`config.mk`:
```
export PLATFORM = sky130hd
export DESIGN_NAME = immenc_flat
export DESIGN_NICKNAME = d
export VERILOG_FILES = /design/src/rtl/immenc_if.sv /design/src/rtl/immenc.sv /design/src/flat_wrapper.sv
export SDC_FILE = /design/constraint.sdc
export NUM_CORES = 1
export LEC_CHECK = 0
export BUFFER_PORTS_ARGS = -buffer_cell sky130_fd_sc_hd__buf_2
export CORE_ASPECT_RATIO = 0.7
export CORE_UTILIZATION = 25
export CTS_CLUSTER_DIAMETER = 40
export DETAILED_ROUTE_END_ITERATION = 10
export GPL_TIMING_DRIVEN = 0
export PLACE_DENSITY_LB_ADDON = 0.12
export SYNTH_ARGS = -nofsm -noshare
export SYNTH_HDL_FRONTEND = slang
export SYNTH_SLANG_ARGS = --single-unit
```
`constraint.sdc`:
```
create_clock -name i_clk -period 2 [get_ports i_clk]
set_clock_uncertainty 0.15 [all_clocks]
set_input_delay 0.2 -clock i_clk [delete_from_list [all_inputs] [get_ports i_clk]]
set_output_delay 0.2 -clock i_clk [all_outputs]
set_load 0.1 [all_outputs]
```
`src/rtl/immenc_if.sv`:
```
// Request/response bundle for the immediate encoder.
// The master drives requests and the consumer ready; the slave returns the encoded result.
interface immenc_if;
  logic        i_valid;
  logic        o_ready;
  logic [2:0]  i_imm_sel;
  logic [31:0] i_imm;
  logic [24:0] i_base;
  logic        o_valid;
  logic        i_ready;
  logic [24:0] o_data;
  logic        o_err;
  logic [7:0]  o_err_cnt;

  modport master (
    output i_valid, i_imm_sel, i_imm, i_base, i_ready,
    input  o_ready, o_valid, o_data, o_err, o_err_cnt
  );

  modport slave (
    input  i_valid, i_imm_sel, i_imm, i_base, i_ready,
    output o_ready, o_valid, o_data, o_err, o_err_cnt
  );
endinterface

```
`src/rtl/immenc.sv`:
```
// Two-entry FIFO: write visible on the read side one edge later.
// Latency 1 cycle; wr_rdy drops when full, no push then even if a pop happens.
// Backpressure: rd_rdy low holds the head entry stable.
module immenc_fifo #(
  parameter int W = 26
) (
  input  logic         clk,
  input  logic         rst_n,
  input  logic         wr_vld,
  output logic         wr_rdy,
  input  logic [W-1:0] wr_dat,
  output logic         rd_vld,
  input  logic         rd_rdy,
  output logic [W-1:0] rd_dat
);
  logic [W-1:0] mem [2];
  logic         wptr;
  logic         rptr;
  logic [1:0]   occ;
  logic         push;
  logic         pop;

  assign wr_rdy = (occ != 2'd2);
  assign rd_vld = (occ != 2'd0);
  assign rd_dat = mem[rptr];
  assign push   = wr_vld & wr_rdy;
  assign pop    = rd_vld & rd_rdy;

  always_ff @(posedge clk or negedge rst_n) begin
    if (!rst_n) begin
      mem[0] <= '0;
      mem[1] <= '0;
      wptr   <= 1'b0;
      rptr   <= 1'b0;
      occ    <= 2'd0;
    end else begin
      if (push) begin
        mem[wptr] <= wr_dat;
        wptr      <= ~wptr;
      end
      if (pop) begin
        rptr <= ~rptr;
      end
      case ({push, pop})
        2'b10:   occ <= occ + 2'd1;
        2'b01:   occ <= occ - 2'd1;
        default: occ <= occ;
      endcase
    end
  end
endmodule

// RISC-V immediate encoder: scatters a 32-bit immediate into instruction bits [31:7].
// Latency 1 cycle through a 2-entry result FIFO.
// Backpressure: o_ready low while the FIFO is full; head held while i_ready is low.
module immenc (
  input  logic     i_clk,
  input  logic     i_reset,
  immenc_if.slave  io
);
  logic [24:0] d;
  logic        err;
  logic [25:0] head;
  logic        acc;
  logic [7:0]  err_cnt;

  always_comb begin
    d   = io.i_base;
    err = 1'b0;
    case (io.i_imm_sel)
      3'b000: begin
        d   = io.i_base;
        err = 1'b0;
      end
      3'b001: begin
        d[24:13] = io.i_imm[11:0];
        err      = (io.i_imm[31:11] != {21{io.i_imm[11]}});
      end
      3'b010: begin
        d[24:18] = io.i_imm[11:5];
        d[4:0]   = io.i_imm[4:0];
        err      = (io.i_imm[31:11] != {21{io.i_imm[11]}});
      end
      3'b011: begin
        d[24]    = io.i_imm[12];
        d[0]     = io.i_imm[11];
        d[23:18] = io.i_imm[10:5];
        d[4:1]   = io.i_imm[4:1];
        err      = (io.i_imm[31:12] != {20{io.i_imm[12]}}) | io.i_imm[0];
      end
      3'b100: begin
        d[24:5] = io.i_imm[31:12];
        err     = |io.i_imm[11:0];
      end
      3'b101: begin
        d[24]    = io.i_imm[20];
        d[12:5]  = io.i_imm[19:12];
        d[13]    = io.i_imm[11];
        d[23:14] = io.i_imm[10:1];
        err      = (io.i_imm[31:20] != {12{io.i_imm[20]}}) | io.i_imm[0];
      end
      default: begin
        d   = io.i_base;
        err = 1'b1;
      end
    endcase
  end

  immenc_fifo #(.W(26)) u_fifo (
    .clk    (i_clk),
    .rst_n  (i_reset),
    .wr_vld (io.i_valid),
    .wr_rdy (io.o_ready),
    .wr_dat ({d, err}),
    .rd_vld (io.o_valid),
    .rd_rdy (io.i_ready),
    .rd_dat (head)
  );

  assign io.o_data = head[25:1];
  assign io.o_err  = head[0];
  assign acc       = io.i_valid & io.o_ready;

  // Saturating: sticks at 255 rather than wrapping.
  always_ff @(posedge i_clk or negedge i_reset) begin
    if (!i_reset) begin
      err_cnt <= 8'd0;
    end else if (acc && err && (err_cnt != 8'hFF)) begin
      err_cnt <= err_cnt + 8'd1;
    end
  end

  assign io.o_err_cnt = err_cnt;
endmodule
```
`src/flat_wrapper.sv`:
```
// flat-port wrapper written by rule: the top's interface ports become plain ports
module immenc_flat 
  (i_clk, i_reset, io_i_valid, io_i_imm_sel, io_i_imm, io_i_base, io_i_ready, io_o_ready, io_o_valid, io_o_data, io_o_err, io_o_err_cnt);
  immenc_if io_i ();
  input  logic i_clk;
  input  logic i_reset;
  input wire logic [$bits(io_i.i_valid)-1:0] io_i_valid;
  input wire logic [$bits(io_i.i_imm_sel)-1:0] io_i_imm_sel;
  input wire logic [$bits(io_i.i_imm)-1:0] io_i_imm;
  input wire logic [$bits(io_i.i_base)-1:0] io_i_base;
  input wire logic [$bits(io_i.i_ready)-1:0] io_i_ready;
  output wire logic [$bits(io_i.o_ready)-1:0] io_o_ready;
  output wire logic [$bits(io_i.o_valid)-1:0] io_o_valid;
  output wire logic [$bits(io_i.o_data)-1:0] io_o_data;
  output wire logic [$bits(io_i.o_err)-1:0] io_o_err;
  output wire logic [$bits(io_i.o_err_cnt)-1:0] io_o_err_cnt;
  assign io_i.i_valid = io_i_valid;
  assign io_i.i_imm_sel = io_i_imm_sel;
  assign io_i.i_imm = io_i_imm;
  assign io_i.i_base = io_i_base;
  assign io_i.i_ready = io_i_ready;
  assign io_o_ready = io_i.o_ready;
  assign io_o_valid = io_i.o_valid;
  assign io_o_data = io_i.o_data;
  assign io_o_err = io_i.o_err;
  assign io_o_err_cnt = io_i.o_err_cnt;
  immenc u_core (.i_clk(i_clk), .i_reset(i_reset), .io(io_i));
endmodule
```
==> results.yml <==
worst_hold_path:
  hold_depth: 3
  hold_path.class: "in2reg"
  hp-start: "io_i_base[5]"
  hold_path_end: "u_core.u_fifo.mem[32]"
timing:
  rsz_0062_raised_after_global_routing: "yes"
  tightestPinTransition_ns: 0.839
  finalHoldViolCount: 0
  finalMaxSlewViolations: 0
  timing.final.setup_violations: 0
  clock_period_minus_final_worst_setup_slack_ns: 1.95
  max_freq_mhz: 514
  min_period_over_period_pct: 97.3
  fin_tns_setup_ns: 0
  timing.slew.headroom_pct: 44.0
synthesis:
  synth-edff-count: 0
  yosysSeqAreaShare_pct: 44.7
  synth-seq-cells: 64
  postSynthAreaPerCell_um2: 9.68
  syn_nets: 436
  asyncSetResetFlopFracSynth_pct: 100
  dominantRegCellSynth: "dfrtp_1"
  netlist_instances: 370
  synth.cell_area_um2: 3580
  yosys_warnings: 0
  synth.lib_cells_used.distinct: 41
  synthDominantAreaCellType: "dfrtp_1"
  yosysTopAreaCellShare_pct: 44.7
  synth_area_leaders: "dfrtp_1 (45%), mux2_2 (14%), mux2i_1 (5.3%)"
finish:
  filler_cell_count: 1482
  num_antenna_cells: 0
  ff_latch_area_um2: 1620
  finalNetCount: 548
  multi_input_comb_area_um2: 1910
  stdcell_count: 677
  post_route_cells_drive_above_1_share_pct: 40.2
  final_area_um2: 4740
  synthToLayoutAreaGrowth_pct: 32.3
worst_setup_path:
  crit_path_end_kind: "primary output"
  setup.worst_path.start: "u_core.u_fifo.rptr"
  startpoint_type: "register"
  rr_startpoint: "u_core.u_fifo.occ[0]"
  crit_arrival_ns: 1.60
  timing.critical_path.fanout_max: 10
  worst-endpoint-required_ns: 1.65
  path_class: "reg2out"
  setup_slack_of_the_most_critical_reg_to_reg_path_ns: 0.16
  crit-reg2reg-capture: "u_core.u_fifo.occ[1]"
  ff2ff_path_depth: 6
placed_design:
  detailedPlacementHpwl_um: 8810
  placedInstanceArea_um2: 4350
  io_buffers: 98
  place_inst: 658
  place.gp.congestion: 0.806
routing:
  route.antenna.remaining_nets: 0
  wl_per_cell_um: 17.0
  detail_route.vias_per_cell: 4.68
  first_pass_iters: 4
  drt_iter0_drc: 129
  remaining_drc_errors: 0
  wirelength_routed_um: 11500
  vias: 3167
global_route:
  grt_pass1_vias: 3228
  grt_max_degree: 65
  antenna_violations_before_repair: 0
  overflow: 0
  grt_util_all_layers_pct: 16.5
  grt_first_pass_wirelength_um: 18400
floorplanning:
  io-pin-count: 100
  die_h_um: 102
  fp.dieW_um: 145
  initial_utilization_pct: 25.7
  core.rowCount: 36
  floorplan.die_area_um2: 14800
  placeableCoreArea_um2: 14000
status:
  status: "finished clean"
clock_tree:
  inserted_clock_buffers: 9
  cts.reportedPaths.clkPinSlew_ns: 0.05
  cts_root_buf: "clkbuf_16"
  tritoncts_num_sinks: 64
  htreeDepth: 3
  cts_tree: "yes"
  max-clock-path-buffers: 2
  clock_insertion_delay_worst_skew_ns: 0.33
run:
  drv.max_cap_violation_count: 0
-- worst max-delay path by stage --
stage	cells past startpoint	end	slack, ns
3_5_place_dp	4	io_o_data[22]	-0.52
5_1_grt	8	u_core.io.o_err_cnt[1]	-0.06
3_3_place_gp	4	io_o_data[18]	-0.51
2_1_floorplan	5	u_core.u_fifo.mem[44]	0.03
6_report	3	io_o_data[12]	0.05
4_1_cts	3	io_o_data[22]	0.009
-- cell families (layout without fill, tap and decap cells) --
| family | Yosys count | count (layout) | share of synthesized area, % |
|---|---|---|---|
| xor gates and xnor gates | 11 | 11 | 2.69 |
| and+or+nand+nor | 117 | 117 | 15.3 |
| DFF | 64 | 64 | 44.7 |
| buffers and inverters | 27 | 144 | 3.21 |
| muxes | 65 | 65 | 19.9 |
| AOI/OAI and AO/OA | 84 | 84 | 13.6 |
| adders and majority gates | 2 | 2 | 0.698 |
-- cell type report --
cell class                      instances  area share, %
Clock buffer                           13           5.49
Clock inverter                          3          0.845
Multi-Input combinational cell        279           40.2
Sequential cell                        64           34.1
Inverter                                7          0.554
Timing Repair Buffer                  102           11.5
Buffer                                 19           2.32
Tap cell                              190           5.01
-- per-layer routing --
| metal | up-vias | share of wire, % | global-route usage, % |
|---|---|---|---|
| met2 | 88 | 42 | 24.0 |
| met4 | 0 | 0.50 | 4.70 |
| met1 | 1527 | 52 | 24.2 |
| met5 | - | 0 | 0 |
| li1 | 1546 | - | - |
| met3 | 6 | 5.7 | 4.02 |
-- worst max-delay path, cell delays in order (launching register included) --
cell and delay [ns]:
dfrtp_2 0.42, buf_6 0.16, mux2_2 0.25, buf_2 0.43
-- registers in the layout (all words and copies together) (netlist names) --
| register | count |
|---|---|
| u_core.u_fifo.mem | 52 |
| u_core.u_fifo.wptr | 1 |
| u_core.u_fifo.rptr | 1 |
| u_core.io.o_err_cnt | 8 |
| u_core.u_fifo.occ | 2 |
-- through the flow --
stage	util [%]	worst slack (ns)	hold WS, ns
4_1_cts	33.6	0.00865	0.0366
2_1_floorplan	-	0.0272	-0.246
3_3_place_gp	31.1	-0.513	0.307
5_1_grt	34.0	-0.0640	0.0548
6_report	34.0	0.0533	0.0454
3_5_place_dp	31.1	-0.516	0.219
-- synthesized netlist by cell type (4+ instances only) --
cell	count
nor2_1	43
nand2_1	33
nand3_1	9
nor3_1	5
buf_2	5
inv_1	7
mux2i_1	19
o21ai_0	31
clkbuf_1	13
a21oi_1	36
xor2_1	8
mux2_2	45
a22oi_1	4
nor4_1	10
dfrtp_1	64
-- cell usage in the layout (no fill, tap or decap), types with 3 or more instances in the layout --
master     instances
nor4_1             8
and4_1             3
clkbuf_4           7
nand2_1           33
dfrtp_1           55
clkbuf_8           3
nor2_1            42
o21ai_0           31
nand3_1            8
mux2_2            45
mux2i_1           19
nor3_2             3
a21oi_1           36
dfrtp_2            7
clkbuf_1           9
a22oi_1            4
xnor2_1            3
xor2_1             8
inv_1              7
nor3_1             4
clkbuf_2           3
buf_2             95
clkbuf_16          9
buf_4              5
-- repair_timing --
item	4_1_cts	5_1_grt
setup buffers	1	2
hold endpoints to repair	64	0
endpoints found under the setup margin	47	45
resized for setup	11	14
pin swaps	0	1
hold buffers	1	0
Power is not shown: default switching activity piles up to over one toggle a cycle in this logic, so the estimate is an artifact.
